**src/rtl/wb_io_pkg.sv**
```systemverilog
// Shared definitions for the Wishbone serializer: register map, STATUS layout,
// FSM state encoding and divider width.
package wb_io_pkg;

    localparam int DIV_W = 16;

    localparam logic [7:0] REG_CTRL   = 8'h00;
    localparam logic [7:0] REG_DIV    = 8'h04;
    localparam logic [7:0] REG_TXDATA = 8'h08;
    localparam logic [7:0] REG_STATUS = 8'h0C;

    localparam int STAT_EMPTY   = 0;
    localparam int STAT_FULL    = 1;
    localparam int STAT_BUSY    = 2;
    localparam int STAT_OVF     = 3;
    localparam int STAT_LVL_LSB = 4;

    typedef enum logic [1:0] {
        ST_IDLE  = 2'd0,
        ST_SHIFT = 2'd1,
        ST_GAP   = 2'd2
    } ser_state_e;

endpackage

```
**src/rtl/wb_io_serializer_if.sv**
```systemverilog
// Wishbone classic slave bus bundle used between a bus master and the serializer.
interface wb_io_serializer_if;

    logic        wbs_cyc_i;
    logic        wbs_stb_i;
    logic        wbs_we_i;
    logic [3:0]  wbs_sel_i;
    logic [31:0] wbs_adr_i;
    logic [31:0] wbs_dat_i;
    logic        wbs_ack_o;
    logic [31:0] wbs_dat_o;

    modport slave (
        input  wbs_cyc_i, wbs_stb_i, wbs_we_i, wbs_sel_i, wbs_adr_i, wbs_dat_i,
        output wbs_ack_o, wbs_dat_o
    );

    modport master (
        output wbs_cyc_i, wbs_stb_i, wbs_we_i, wbs_sel_i, wbs_adr_i, wbs_dat_i,
        input  wbs_ack_o, wbs_dat_o
    );

endinterface

```
**src/rtl/wb_io_serializer_fifo.sv**
```systemverilog
// First-word-fall-through synchronous FIFO; pushes while full are dropped here
// and reported by the caller.
module sync_fifo #(
    parameter int DEPTH = 8,
    parameter int WIDTH = 32,
    localparam int AW = $clog2(DEPTH),
    localparam int LW = AW + 1
) (
    input  logic             clk,
    input  logic             rst,
    input  logic             push,
    input  logic [WIDTH-1:0] wdata,
    input  logic             pop,
    output logic [WIDTH-1:0] rdata,
    output logic             full,
    output logic             empty,
    output logic [LW-1:0]    level
);

    logic [WIDTH-1:0] mem_q [DEPTH];
    logic [AW-1:0]    wr_ptr_q, wr_ptr_d;
    logic [AW-1:0]    rd_ptr_q, rd_ptr_d;
    logic [LW-1:0]    level_q, level_d;
    logic             do_push, do_pop;

    assign full    = (level_q == LW'(DEPTH));
    assign empty   = (level_q == '0);
    assign level   = level_q;
    assign rdata   = mem_q[rd_ptr_q];
    assign do_push = push && !full;
    assign do_pop  = pop && !empty;

    // Pointers are AW bits wide, so they wrap modulo DEPTH on their own.
    always_comb begin
        wr_ptr_d = wr_ptr_q;
        rd_ptr_d = rd_ptr_q;
        level_d  = level_q;
        if (do_push) wr_ptr_d = wr_ptr_q + AW'(1);
        if (do_pop)  rd_ptr_d = rd_ptr_q + AW'(1);
        if (do_push && !do_pop)      level_d = level_q + LW'(1);
        else if (do_pop && !do_push) level_d = level_q - LW'(1);
    end

    always_ff @(posedge clk) begin
        if (rst) begin
            wr_ptr_q <= '0;
            rd_ptr_q <= '0;
            level_q  <= '0;
        end else begin
            wr_ptr_q <= wr_ptr_d;
            rd_ptr_q <= rd_ptr_d;
            level_q  <= level_d;
        end
    end

    always_ff @(posedge clk) begin
        if (do_push) mem_q[wr_ptr_q] <= wdata;
    end

endmodule

```
**src/rtl/wb_io_serializer.sv**
```systemverilog
// Wishbone-programmable serializer: words written to TXDATA are queued and
// shifted out MSB first, each bit held for DIV+1 cycles.
module wb_io_serializer
    import wb_io_pkg::*;
#(
    parameter logic [31:0] BASE_ADDR = 32'h3000_0000,
    parameter int          DEPTH     = 8
) (
    input  logic                wb_clk_i,
    input  logic                wb_rst_i,
    wb_io_serializer_if.slave   wb,
    output logic                ser_data_o,
    output logic                ser_frame_o,
    output logic                ser_tick_o
);

    localparam int LW = $clog2(DEPTH) + 1;

    logic             en_q, en_d;
    logic [DIV_W-1:0] div_q, div_d;
    logic             ovf_q, ovf_d;
    logic             ack_q, ack_d;
    logic [31:0]      dat_q, dat_d;

    logic             addr_hit, bus_req, wr_en, tx_push;
    logic [7:0]       offset;
    logic [31:0]      status, rdata;

    logic             fifo_pop, fifo_full, fifo_empty;
    logic [31:0]      fifo_rdata;
    logic [LW-1:0]    fifo_level;

    ser_state_e       state_q;
    logic [31:0]      shreg_q;
    logic [4:0]       bit_idx_q;
    logic [DIV_W-1:0] cnt_q;
    logic             ser_data_q, ser_frame_q, ser_tick_q;

    logic             unused_sel;

    assign unused_sel = ^wb.wbs_sel_i[3:2];
    assign offset     = wb.wbs_adr_i[7:0];
    assign addr_hit   = (wb.wbs_adr_i[31:8] == BASE_ADDR[31:8]);
    assign bus_req    = wb.wbs_cyc_i && wb.wbs_stb_i && addr_hit;
    assign wr_en      = bus_req && ack_q && wb.wbs_we_i;
    assign tx_push    = wr_en && (offset == REG_TXDATA);
    assign fifo_pop   = (state_q == ST_IDLE) && en_q && !fifo_empty;

    sync_fifo #(.DEPTH(DEPTH), .WIDTH(32)) u_fifo (
        .clk   (wb_clk_i),
        .rst   (wb_rst_i),
        .push  (tx_push),
        .wdata (wb.wbs_dat_i),
        .pop   (fifo_pop),
        .rdata (fifo_rdata),
        .full  (fifo_full),
        .empty (fifo_empty),
        .level (fifo_level)
    );

    always_comb begin
        status                         = '0;
        status[STAT_EMPTY]             = fifo_empty;
        status[STAT_FULL]              = fifo_full;
        status[STAT_BUSY]              = (state_q != ST_IDLE);
        status[STAT_OVF]               = ovf_q;
        status[STAT_LVL_LSB +: 4]      = 4'(fifo_level);
        case (offset)
            REG_CTRL:   rdata = {31'b0, en_q};
            REG_DIV:    rdata = {{(32-DIV_W){1'b0}}, div_q};
            REG_STATUS: rdata = status;
            default:    rdata = '0;
        endcase
    end

    // Register writes land on the ack cycle; an overflow set beats a clear.
    always_comb begin
        en_d  = en_q;
        div_d = div_q;
        ovf_d = ovf_q;
        if (wr_en && offset == REG_CTRL && wb.wbs_sel_i[0]) en_d = wb.wbs_dat_i[0];
        if (wr_en && offset == REG_DIV) begin
            if (wb.wbs_sel_i[0]) div_d[7:0]  = wb.wbs_dat_i[7:0];
            if (wb.wbs_sel_i[1]) div_d[15:8] = wb.wbs_dat_i[15:8];
        end
        if (wr_en && offset == REG_STATUS && wb.wbs_dat_i[STAT_OVF]) ovf_d = 1'b0;
        if (tx_push && fifo_full) ovf_d = 1'b1;
        ack_d = bus_req && !ack_q;
        dat_d = ack_d ? rdata : '0;
    end

    always_ff @(posedge wb_clk_i) begin
        if (wb_rst_i) begin
            en_q  <= 1'b0;
            div_q <= '0;
            ovf_q <= 1'b0;
            ack_q <= 1'b0;
            dat_q <= '0;
        end else begin
            en_q  <= en_d;
            div_q <= div_d;
            ovf_q <= ovf_d;
            ack_q <= ack_d;
            dat_q <= dat_d;
        end
    end

    // DIV is reloaded into the bit counter at every bit start.
    always_ff @(posedge wb_clk_i) begin
        if (wb_rst_i) begin
            state_q     <= ST_IDLE;
            shreg_q     <= '0;
            bit_idx_q   <= '0;
            cnt_q       <= '0;
            ser_data_q  <= 1'b0;
            ser_frame_q <= 1'b0;
            ser_tick_q  <= 1'b0;
        end else begin
            ser_tick_q <= 1'b0;
            case (state_q)
                ST_IDLE: begin
                    if (fifo_pop) begin
                        state_q     <= ST_SHIFT;
                        shreg_q     <= fifo_rdata;
                        bit_idx_q   <= 5'd31;
                        cnt_q       <= div_q;
                        ser_data_q  <= fifo_rdata[31];
                        ser_frame_q <= 1'b1;
                        ser_tick_q  <= 1'b1;
                    end
                end
                ST_SHIFT: begin
                    if (cnt_q == '0) begin
                        if (bit_idx_q == 5'd0) begin
                            state_q     <= ST_GAP;
                            ser_frame_q <= 1'b0;
                            ser_data_q  <= 1'b0;
                        end else begin
                            bit_idx_q  <= bit_idx_q - 5'd1;
                            cnt_q      <= div_q;
                            shreg_q    <= {shreg_q[30:0], 1'b0};
                            ser_data_q <= shreg_q[30];
                            ser_tick_q <= 1'b1;
                        end
                    end else begin
                        cnt_q <= cnt_q - DIV_W'(1);
                    end
                end
                ST_GAP:  state_q <= ST_IDLE;
                default: state_q <= ST_IDLE;
            endcase
        end
    end

    assign wb.wbs_ack_o = ack_q;
    assign wb.wbs_dat_o = dat_q;
    assign ser_data_o   = ser_data_q;
    assign ser_frame_o  = ser_frame_q;
    assign ser_tick_o   = ser_tick_q;

endmodule

```
**src/flat_wrapper.sv**
```systemverilog
// flat-port wrapper written by rule: the top's interface ports become plain ports
module wb_io_serializer_flat import wb_io_pkg::*;
#(
    parameter logic [31:0] BASE_ADDR = 32'h3000_0000,
    parameter int          DEPTH     = 8
)
  (wb_clk_i, wb_rst_i, ser_data_o, ser_frame_o, ser_tick_o, wb_wbs_cyc_i, wb_wbs_stb_i, wb_wbs_we_i, wb_wbs_sel_i, wb_wbs_adr_i, wb_wbs_dat_i, wb_wbs_ack_o, wb_wbs_dat_o);
  wb_io_serializer_if wb_i ();
  input  logic wb_clk_i;
  input  logic wb_rst_i;
  output logic ser_data_o;
  output logic ser_frame_o;
  output logic ser_tick_o;
  input wire logic [$bits(wb_i.wbs_cyc_i)-1:0] wb_wbs_cyc_i;
  input wire logic [$bits(wb_i.wbs_stb_i)-1:0] wb_wbs_stb_i;
  input wire logic [$bits(wb_i.wbs_we_i)-1:0] wb_wbs_we_i;
  input wire logic [$bits(wb_i.wbs_sel_i)-1:0] wb_wbs_sel_i;
  input wire logic [$bits(wb_i.wbs_adr_i)-1:0] wb_wbs_adr_i;
  input wire logic [$bits(wb_i.wbs_dat_i)-1:0] wb_wbs_dat_i;
  output wire logic [$bits(wb_i.wbs_ack_o)-1:0] wb_wbs_ack_o;
  output wire logic [$bits(wb_i.wbs_dat_o)-1:0] wb_wbs_dat_o;
  assign wb_i.wbs_cyc_i = wb_wbs_cyc_i;
  assign wb_i.wbs_stb_i = wb_wbs_stb_i;
  assign wb_i.wbs_we_i = wb_wbs_we_i;
  assign wb_i.wbs_sel_i = wb_wbs_sel_i;
  assign wb_i.wbs_adr_i = wb_wbs_adr_i;
  assign wb_i.wbs_dat_i = wb_wbs_dat_i;
  assign wb_wbs_ack_o = wb_i.wbs_ack_o;
  assign wb_wbs_dat_o = wb_i.wbs_dat_o;
  wb_io_serializer #(.BASE_ADDR(BASE_ADDR), .DEPTH(DEPTH)) u_core (.wb_clk_i(wb_clk_i), .wb_rst_i(wb_rst_i), .wb(wb_i), .ser_data_o(ser_data_o), .ser_frame_o(ser_frame_o), .ser_tick_o(ser_tick_o));
endmodule
```
**config.mk**
```make
export PLATFORM = sky130hd
export DESIGN_NAME = wb_io_serializer_flat
export DESIGN_NICKNAME = d
export VERILOG_FILES = /design/src/rtl/wb_io_pkg.sv /design/src/rtl/wb_io_serializer_if.sv /design/src/rtl/wb_io_serializer_fifo.sv /design/src/rtl/wb_io_serializer.sv /design/src/flat_wrapper.sv
export SDC_FILE = /design/constraint.sdc
export NUM_CORES = 1
export LEC_CHECK = 0
export BUFFER_PORTS_ARGS = -buffer_cell sky130_fd_sc_hd__buf_4
export CAP_MARGIN = 20
export CORE_MARGIN = 10
export CORE_UTILIZATION = 65
export CTS_BUF_LIST = sky130_fd_sc_hd__clkbuf_4
export DETAILED_ROUTE_END_ITERATION = 10
export PLACE_DENSITY = 0.92
export SYNTH_ARGS = -nofsm -noshare
export SYNTH_HDL_FRONTEND = slang
export SYNTH_HIERARCHICAL = 1
export SYNTH_SLANG_ARGS = --single-unit
```
**constraint.sdc**
```tcl
create_clock -name wb_clk_i -period 8.95 [get_ports wb_clk_i]
set_input_delay 0.895 -clock wb_clk_i [delete_from_list [all_inputs] [get_ports wb_clk_i]]
set_output_delay 0.895 -clock wb_clk_i [all_outputs]
set_load 0.1 [all_outputs]
```
==> results_dict.tcl, run 1 <==
set metrics [dict create \
    outcome "finished, final reports clean" \
    hold_path.class "input port to flip-flop" \
    ff2ff_path_depth 12 \
    ctsHtreeMaxLevel 3 \
    yosysWarnings 6 \
    die_height_um 171.3 \
    detail_route.vias_per_cell 6.560 \
    core_area_um2 22570 \
    area_growth_pct 13.94 \
    track_usage 0.2409 \
    wire_per_inst_um 24.47 \
    fin_nets 1204 \
    hpwl_um 20110 \
    clkLatencyLatePin_ns 0.74 \
    die_area_um2 29350 \
    floorplan.initialDensity 0.6594 \
    drc 0 \
    finalCritPeriodShare 0.4358 \
    min_to "u_core/u_fifo/mem_q[7][16]" \
    grt_max_degree 68 \
    place_area_um2 15770 \
    io_buffers 90 \
    rsz0062_at_grt "no" \
    setup_tns_ns 0 \
    post-route-min-period_ns 3.901 \
    start_kind "input port" \
    ir_drop_mv 0.09636 \
    p_leak_nw 5.847 \
    synth.yosys.seq_area_share 0.6577 \
    cts_setup_buffers 0 \
    synth_area_per_cell_um2 15.13 \
    synth_cells 984 \
    gr-total-overflow 0 \
    clock.fmax_ghz 0.2564 \
    grt_pass1_wl_um 54300 \
    drtAntennaViolNets 0 \
    clk_pin_slew_ns 0.07 \
    cts_buffers 87 \
    yosys_most_used_dff "edfxtp_1" \
    grt_pass1_vias 9766 \
    multi_input_area_um2 4697 \
    setup-violations-final 0 \
    regArea_um2 9794 \
    timing.final.hold_violations 0 \
    ys_async_sr_fraction 0 \
    min_from "wb_wbs_dat_i[16]" \
    worstPathArrival_ns 4.52 \
    syn_area_um2 14880 \
    cap_viol_max_count 0 \
    reg2reg_slack_ns 5.43 \
    antenna_found_initial 1 \
    fin_area_um2 16960 \
    relSlewSlack 0.3868 \
    synth_edf_count 256 \
    rr_startpoint "u_core/wb.wbs_ack_o" \
    synth_cell_types 65 \
    r2r-end "u_core/u_fifo/level[3]" \
    dp_slack_ns 4.355 \
    cp_max_fo 19 \
    worstMarginPinSlew_ns 0.9198 \
    final_max_slew_viol_count 0 \
    powerDensity_nw_per_um2 190.3 \
    skew_ns 0.03957 \
    fill_cells 1244 \
    most-common-layout-cells "edfxtp_1 (256), clkbuf_4 (132), buf_4 (104), dfxtp_1 (103), nand2_1 (79)" \
    synth.ff_latch_count 361 \
    die_w_um 171.3 \
    via_count 9735 \
    cts-root-buf "clkbuf_4" \
    drt-pass1-iter-count 5 \
    cts_tree "built" \
    clock-sinks 361 \
    whs_path_depth 1 \
    critical_path_class "input port to flip-flop" \
    cts_resized 0 \
    rows 55 \
    mostFrequentLayoutCell "edfxtp_1" \
    place_congestion 0.9080 \
    startpoint "wb_wbs_adr_i[13]" \
    clockBufferDepth 3 \
    drt_iter0_drc 1174 \
    hold_buffers 0 \
    cp_data_required_time_ns 9.57 \
    drt-total-wl_um 36310 \
    io_pins 109 \
    drive_above_1_share 0.2854 \
    setup_slack_ns 5.049 \
    end_kind "flip-flop" \
]
==> stage by stage <==
step / power (mW) / hold WS, ns / util / std cells
3_5_place_dp: 1.903 / 0.4695 / 0.6988 / 1315
4_1_cts: 3.249 / 0.3495 / 0.7495 / 1478
2_1_floorplan: 1.867 / 0.4428 / - / 999
6_report: 3.227 / 0.4021 / 0.7513 / 1484
3_3_place_gp: 1.900 / 0.4592 / 0.6971 / 1313
5_1_grt: 3.345 / 0.3559 / 0.7510 / 1481
==> routing by layer <==
metal  global-route usage  part of all wire  up-vias
li1                     -                 -     4178
met1               0.2964              0.38     4808
met2               0.3945              0.50      641
met3              0.05845             0.092      108
met4               0.1161             0.031        0
met5                    0                 0        -
==> flip-flops by register name, summed over array words and instances, names as in the netlist, named ones only <==
register	flops
u_core/ser_frame_o	1
u_core/en_q	1
u_core/ovf_q	1
u_core/ser_data_o	1
u_core/wb.wbs_dat_o	16
u_core/shreg_q	31
u_core/bit_idx_q	5
u_core/u_fifo/level	4
u_core/u_fifo/mem_q	256
u_core/u_fifo/wr_ptr_q	3
u_core/state_q	2
u_core/u_fifo/rd_ptr_q	3
u_core/div_q	16
u_core/cnt_q	16
u_core/wb.wbs_ack_o	1
u_core/ser_tick_o	1
==> cells by family (layout without fill, tap and decap cells) <==
| logic type | after synthesis | in the layout | synth area share |
|---|---|---|---|
| AOI/OAI and AO/OA | 129 | 129 | 0.06380 |
| buffers and inverters | 103 | 299 | 0.03505 |
| xor gates and xnor gates | 8 | 8 | 0.004708 |
| adders and majority gates | 10 | 10 | 0.008911 |
| and+or+nand+nor | 257 | 257 | 0.08549 |
| other | 1 | 20 | 0.0002519 |
| DFF | 361 | 361 | 0.6577 |
| muxes | 115 | 115 | 0.1441 |
==> worst max-delay path by stage <==
stage,slack [ns],end
finish,5.05,u_core/u_fifo/level[3]
global placement,4.45,u_core/u_fifo/mem_q[7][22]
floorplan,2.92,u_core/u_fifo/mem_q[0][0]
CTS,5.07,u_core/u_fifo/mem_q[5][18]
global route,4.70,u_core/u_fifo/level[3]
detailed placement,4.36,u_core/u_fifo/mem_q[5][24]
==> worst max-delay path, stage by stage <==
cell and delay [ns]:
buf_4 0.10, nor4_1 0.27, nand4_1 0.23, or3_1 0.73, nor3_1 0.39, nand2_2 0.20, inv_1 0.19, ha_1 0.19
inv_1 0.10, ha_1 0.33, a21oi_1 0.21, a211oi_1 0.11, a31oi_1 0.18, mux2_2 0.37
==> layout make-up <==
cell class	instances	share of cell area
Antenna cell	4	0.0005902
Sequential cell	361	0.5775
Inverter	28	0.006197
Tap cell	285	0.02103
Clock inverter	31	0.009001
Clock buffer	132	0.05843
Multi-Input combinational cell	535	0.2770
Timing Repair Buffer	108	0.05024
==> synth_stat cells, types with 2 or more instances <==
master | n | area share
and3_1 | 10 | 0.0042
buf_6 | 8 | 0.0061
o21ai_0 | 4 | 0.0013
nor3_1 | 11 | 0.0037
a22oi_1 | 7 | 0.0035
clkbuf_1 | 39 | 0.0098
a311oi_1 | 30 | 0.018
nand4_1 | 21 | 0.0088
nor2_1 | 75 | 0.019
buf_2 | 9 | 0.0030
o32ai_1 | 11 | 0.0065
nand2b_1 | 4 | 0.0017
buf_4 | 17 | 0.0086
mux2i_1 | 17 | 0.011
xnor2_1 | 3 | 0.0018
a211oi_1 | 3 | 0.0015
a31oi_1 | 4 | 0.0017
nand2_1 | 79 | 0.020
a21oi_1 | 40 | 0.013
or3_1 | 4 | 0.0017
nor4bb_1 | 2 | 0.0013
buf_1 | 2 | 0.00050
nor4b_1 | 2 | 0.0012
nor2b_1 | 3 | 0.0013
ha_1 | 9 | 0.0076
edfxtp_1 | 256 | 0.52
mux2_2 | 34 | 0.026
or4_1 | 5 | 0.0025
nand2_2 | 2 | 0.00084
o31ai_1 | 19 | 0.0096
dfxtp_1 | 105 | 0.14
mux4_1 | 40 | 0.071
nor4_1 | 11 | 0.0046
mux4_2 | 24 | 0.036
nand3_1 | 11 | 0.0037
xor2_1 | 5 | 0.0029
or2_2 | 3 | 0.0013
inv_1 | 28 | 0.0071
==> where the power goes <==
group | switching [mW] | internal, mW | leakage, nW
registers | 0.000000000109 | 1.78 | 3.15
logic | 0.0619 | 0.0222 | 2.03
clock network | 0.675 | 0.684 | 0.672
total | 0.737 | 2.49 | 5.85
Note: power is estimated with default switching activity, not from simulation.
==> run 2: changes to the inputs <==
--- a/config.mk
+++ b/config.mk
@@ -5,13 +5,14 @@
 export SDC_FILE = /design/constraint.sdc
 export NUM_CORES = 1
 export LEC_CHECK = 0
+export ABC_AREA = 1
 export BUFFER_PORTS_ARGS = -buffer_cell sky130_fd_sc_hd__buf_4
 export CAP_MARGIN = 20
 export CORE_MARGIN = 10
-export CORE_UTILIZATION = 65
+export CORE_UTILIZATION = 57
 export CTS_BUF_LIST = sky130_fd_sc_hd__clkbuf_4
 export DETAILED_ROUTE_END_ITERATION = 10
-export PLACE_DENSITY = 0.92
+export PLACE_DENSITY = 0.86
 export SYNTH_ARGS = -nofsm -noshare
 export SYNTH_HDL_FRONTEND = slang
 export SYNTH_HIERARCHICAL = 1
==> constraint.sdc (replaced) <==
create_clock -name wb_clk_i -period 3.55 [get_ports wb_clk_i]
set_input_delay 0.355 -clock wb_clk_i [delete_from_list [all_inputs] [get_ports wb_clk_i]]
set_output_delay 0.355 -clock wb_clk_i [all_outputs]
set_load 0.1 [all_outputs]
==> run 2 against run 1 <==
Net effect:
- flip-flop and latch count is the same
- synthesized cell count grew 70%
- synthesized area grew 4.6%
- setup slack lost 4.3 ns
- hold slack lost 0.34 ns
- routed wire length grew 2.3%
- via count grew 26%
- die area grew 17%
- count of clock-buffer cells in the layout grew 2
- critical path type is now flip-flop to flip-flop
- highest routed layer unchanged
==> results_dict.tcl, run 2 <==
set metrics [dict create \
    fin_nets 1907 \
    cp_max_fo 6 \
    cp_data_required_time_ns 4.13 \
    setup_slack_ns 0.7783 \
    skew_ns 0.03886 \
    via_count 12220 \
    wl_met1_um 14320 \
    hold_ws_ns 0.06492 \
    die_w_um 185.2 \
    hpwl_um 20920 \
    finalCritPeriodShare 0.7808 \
    synth_area_per_cell_um2 9.302 \
    powerDensity_nw_per_um2 457.6 \
    synth_edf_count 256 \
    grt_pass1_wl_um 59830 \
    synth_cells 1673 \
    synth.most_common_cell "nor2_1" \
    ys_top_cells_by_count "nor2_1 (434), nand2_1 (390), edfxtp_1 (256)" \
    most-common-layout-cells "nor2_1 (426), nand2_1 (390), edfxtp_1 (256), o21ai_0 (153), clkbuf_4 (134)" \
    area_growth_pct 14.68 \
    route.met3.wl_um 3294 \
    cts_resized 0 \
    core_area_um2 26880 \
    clkLatencyLatePin_ns 0.70 \
    p_comb_frac 0.030 \
    wl_met2_um 18580 \
    max_flop_register "u_core/u_fifo/mem_q" \
    largest_register_ffs 256 \
    final_max_slew_viol_count 0 \
    hold_path.class "input port to flip-flop" \
    drt_iter0_drc 1397 \
    io_pins 109 \
    power_frac_seq 0.551 \
    synth.yosys.seq_area_share 0.6290 \
    drt-pass1-iter-count 7 \
    syn_area_um2 15560 \
    mostFrequentLayoutCell "nor2_1" \
    floorplan.initialDensity 0.5791 \
    post-route-min-period_ns 2.772 \
    clock.fmax_ghz 0.3608 \
    end_kind "flip-flop" \
    synth.ff_latch_count 361 \
    ys_async_sr_fraction 0 \
    ctsHtreeMaxLevel 3 \
    grt_pass1_vias 12440 \
    drt-total-wl_um 37160 \
    p_switching_mw 1.725 \
    antenna_found_initial 2 \
    track_usage 0.2170 \
    cts_tree "built" \
    rsz0062_at_grt "no" \
    die_height_um 185.2 \
    wire_per_inst_um 16.62 \
    pwr-share-clk 0.420 \
    clockBufferDepth 3 \
    cts-root-buf "clkbuf_4" \
    worstPathArrival_ns 3.35 \
    grt_max_degree 129 \
    yosysTopAreaCell "edfxtp_1" \
    critical_path_class "flip-flop to flip-flop" \
    clk_pin_slew_ns 0.07 \
    synth_area_leaders "edfxtp_1 (49%), dfxtp_1 (14%), nor2_1 (10%)" \
    yosys_most_used_dff "edfxtp_1" \
    die_area_um2 34310 \
    intPower_mw 6.442 \
    dp_slack_ns 0.7710 \
    ir_drop_mv 0.2179 \
    rows 60 \
    worstMarginPinSlew_ns 1.070 \
    detail_route.vias_per_cell 5.465 \
    drtAntennaViolNets 0 \
    relSlewSlack 0.2868 \
    outcome "finished, final reports clean" \
    dr.max_layer_used "met4" \
    yosys.area.top_type_share 0.4940 \
    cap_viol_max_count 0 \
    gr-total-overflow 0 \
    place_congestion 0.8575 \
    cts_buffers 86 \
    yosysWarnings 6 \
    timing.final.hold_violations 0 \
    p_leak_nw 7.316 \
    clock-sinks 361 \
    setup-violations-final 0 \
    drc 0 \
    start_kind "flip-flop" \
    setup_tns_ns 0 \
    p_sw_frac 0.2112 \
    io_buffers 90 \
    drive_above_1_share 0.1506 \
    synth_cell_types 41 \
    reg.largest.list "u_core/u_fifo/mem_q: 256 flops, u_core/shreg_q: 31 flops" \
]
## run 2: cell families after synthesis
kind of cell | share of synthesized area
AND/OR/NAND/NOR | 0.2273
flip-flops | 0.6290
AO/OA/AOI/OAI | 0.07357
buffers and inverters | 0.05684
adder cells (fa/ha/maj) | 0.008522
XOR/XNOR | 0.004503
other | 0.0002410
## run 2: power groups by stage
| stage | combinational, mW | sequential [mW] | clock [mW] |
|---|---|---|---|
| after floorplan | 0.113 | 4.59 | 0 |
| after global placement | 0.206 | 4.59 | 0 |
| after detailed placement | 0.211 | 4.59 | 0 |
| after CTS | 0.241 | 4.50 | 3.50 |
| after global routing | 0.258 | 4.49 | 3.72 |
| final | 0.242 | 4.50 | 3.43 |
## run 2: cell type report
class | count | area [um^2]
inverter | 78 | 297.8
sequential | 361 | 9794
fill | 1968 | 9029
tap | 341 | 426.7
clock buffer | 134 | 1006
clock inverter | 23 | 141.4
antenna | 2 | 5.005
timing repair buffer | 142 | 1171
multi-input combinational | 1155 | 5005
## run 2: worst max-delay path: stages, from the launching register on
cell	delay, ns
dfxtp_1	0.44
nor2_1	0.09
nand3_1	0.14
inv_1	0.05
inv_1	0.06
nand3_1	0.26
inv_1	0.22
nand2_1	0.14
ha_1	0.23
inv_1	0.13
ha_1	0.28
or2_2	0.32
nand3_1	0.09
nand3_1	0.08
nand2_1	0.07
inv_1	0.05
## run 2: repair_timing
item | in CTS | in global routing
hold buffers | 32 | 0
hold endpoints to repair | 273 | 0
setup buffers | 0 | 0
## run 2: path summary, 6_finish.rpt
| kind | start | end | slack [ns] | depth (start not counted) |
|---|---|---|---|---|
| worst max-delay path | u_core/u_fifo/level[1] | u_core/u_fifo/level[3] | 0.78 | 15 |
| worst min register to register | u_core/ovf_q | u_core/ovf_q | 0.47 | 2 |
| worst max register to register | u_core/u_fifo/level[1] | u_core/u_fifo/level[3] | 0.78 | 15 |
| worst min-delay path | wb_wbs_sel_i[0] | u_core/en_q | 0.06 | 4 |
## run 2: routing by layer
metal | up-vias | track usage
met5 | - | 0
li1 | 5801 | -
met1 | 5695 | 0.2529
met2 | 631 | 0.3750
met4 | 0 | 0.09850
met3 | 93 | 0.04722
## run 2: per-stage QoR
stage          total power [mW]    util  std cells  instance area (um^2)
2_1_floorplan             4.707       -       1688                 15620
3_3_place_gp              4.797  0.6093       2045                 16370
3_5_place_dp              4.802  0.6093       2045                 16370
4_1_cts                   8.240  0.6639       2234                 17840
5_1_grt                   8.475  0.6641       2236                 17850
6_report                  8.167  0.6641       2236                 17850
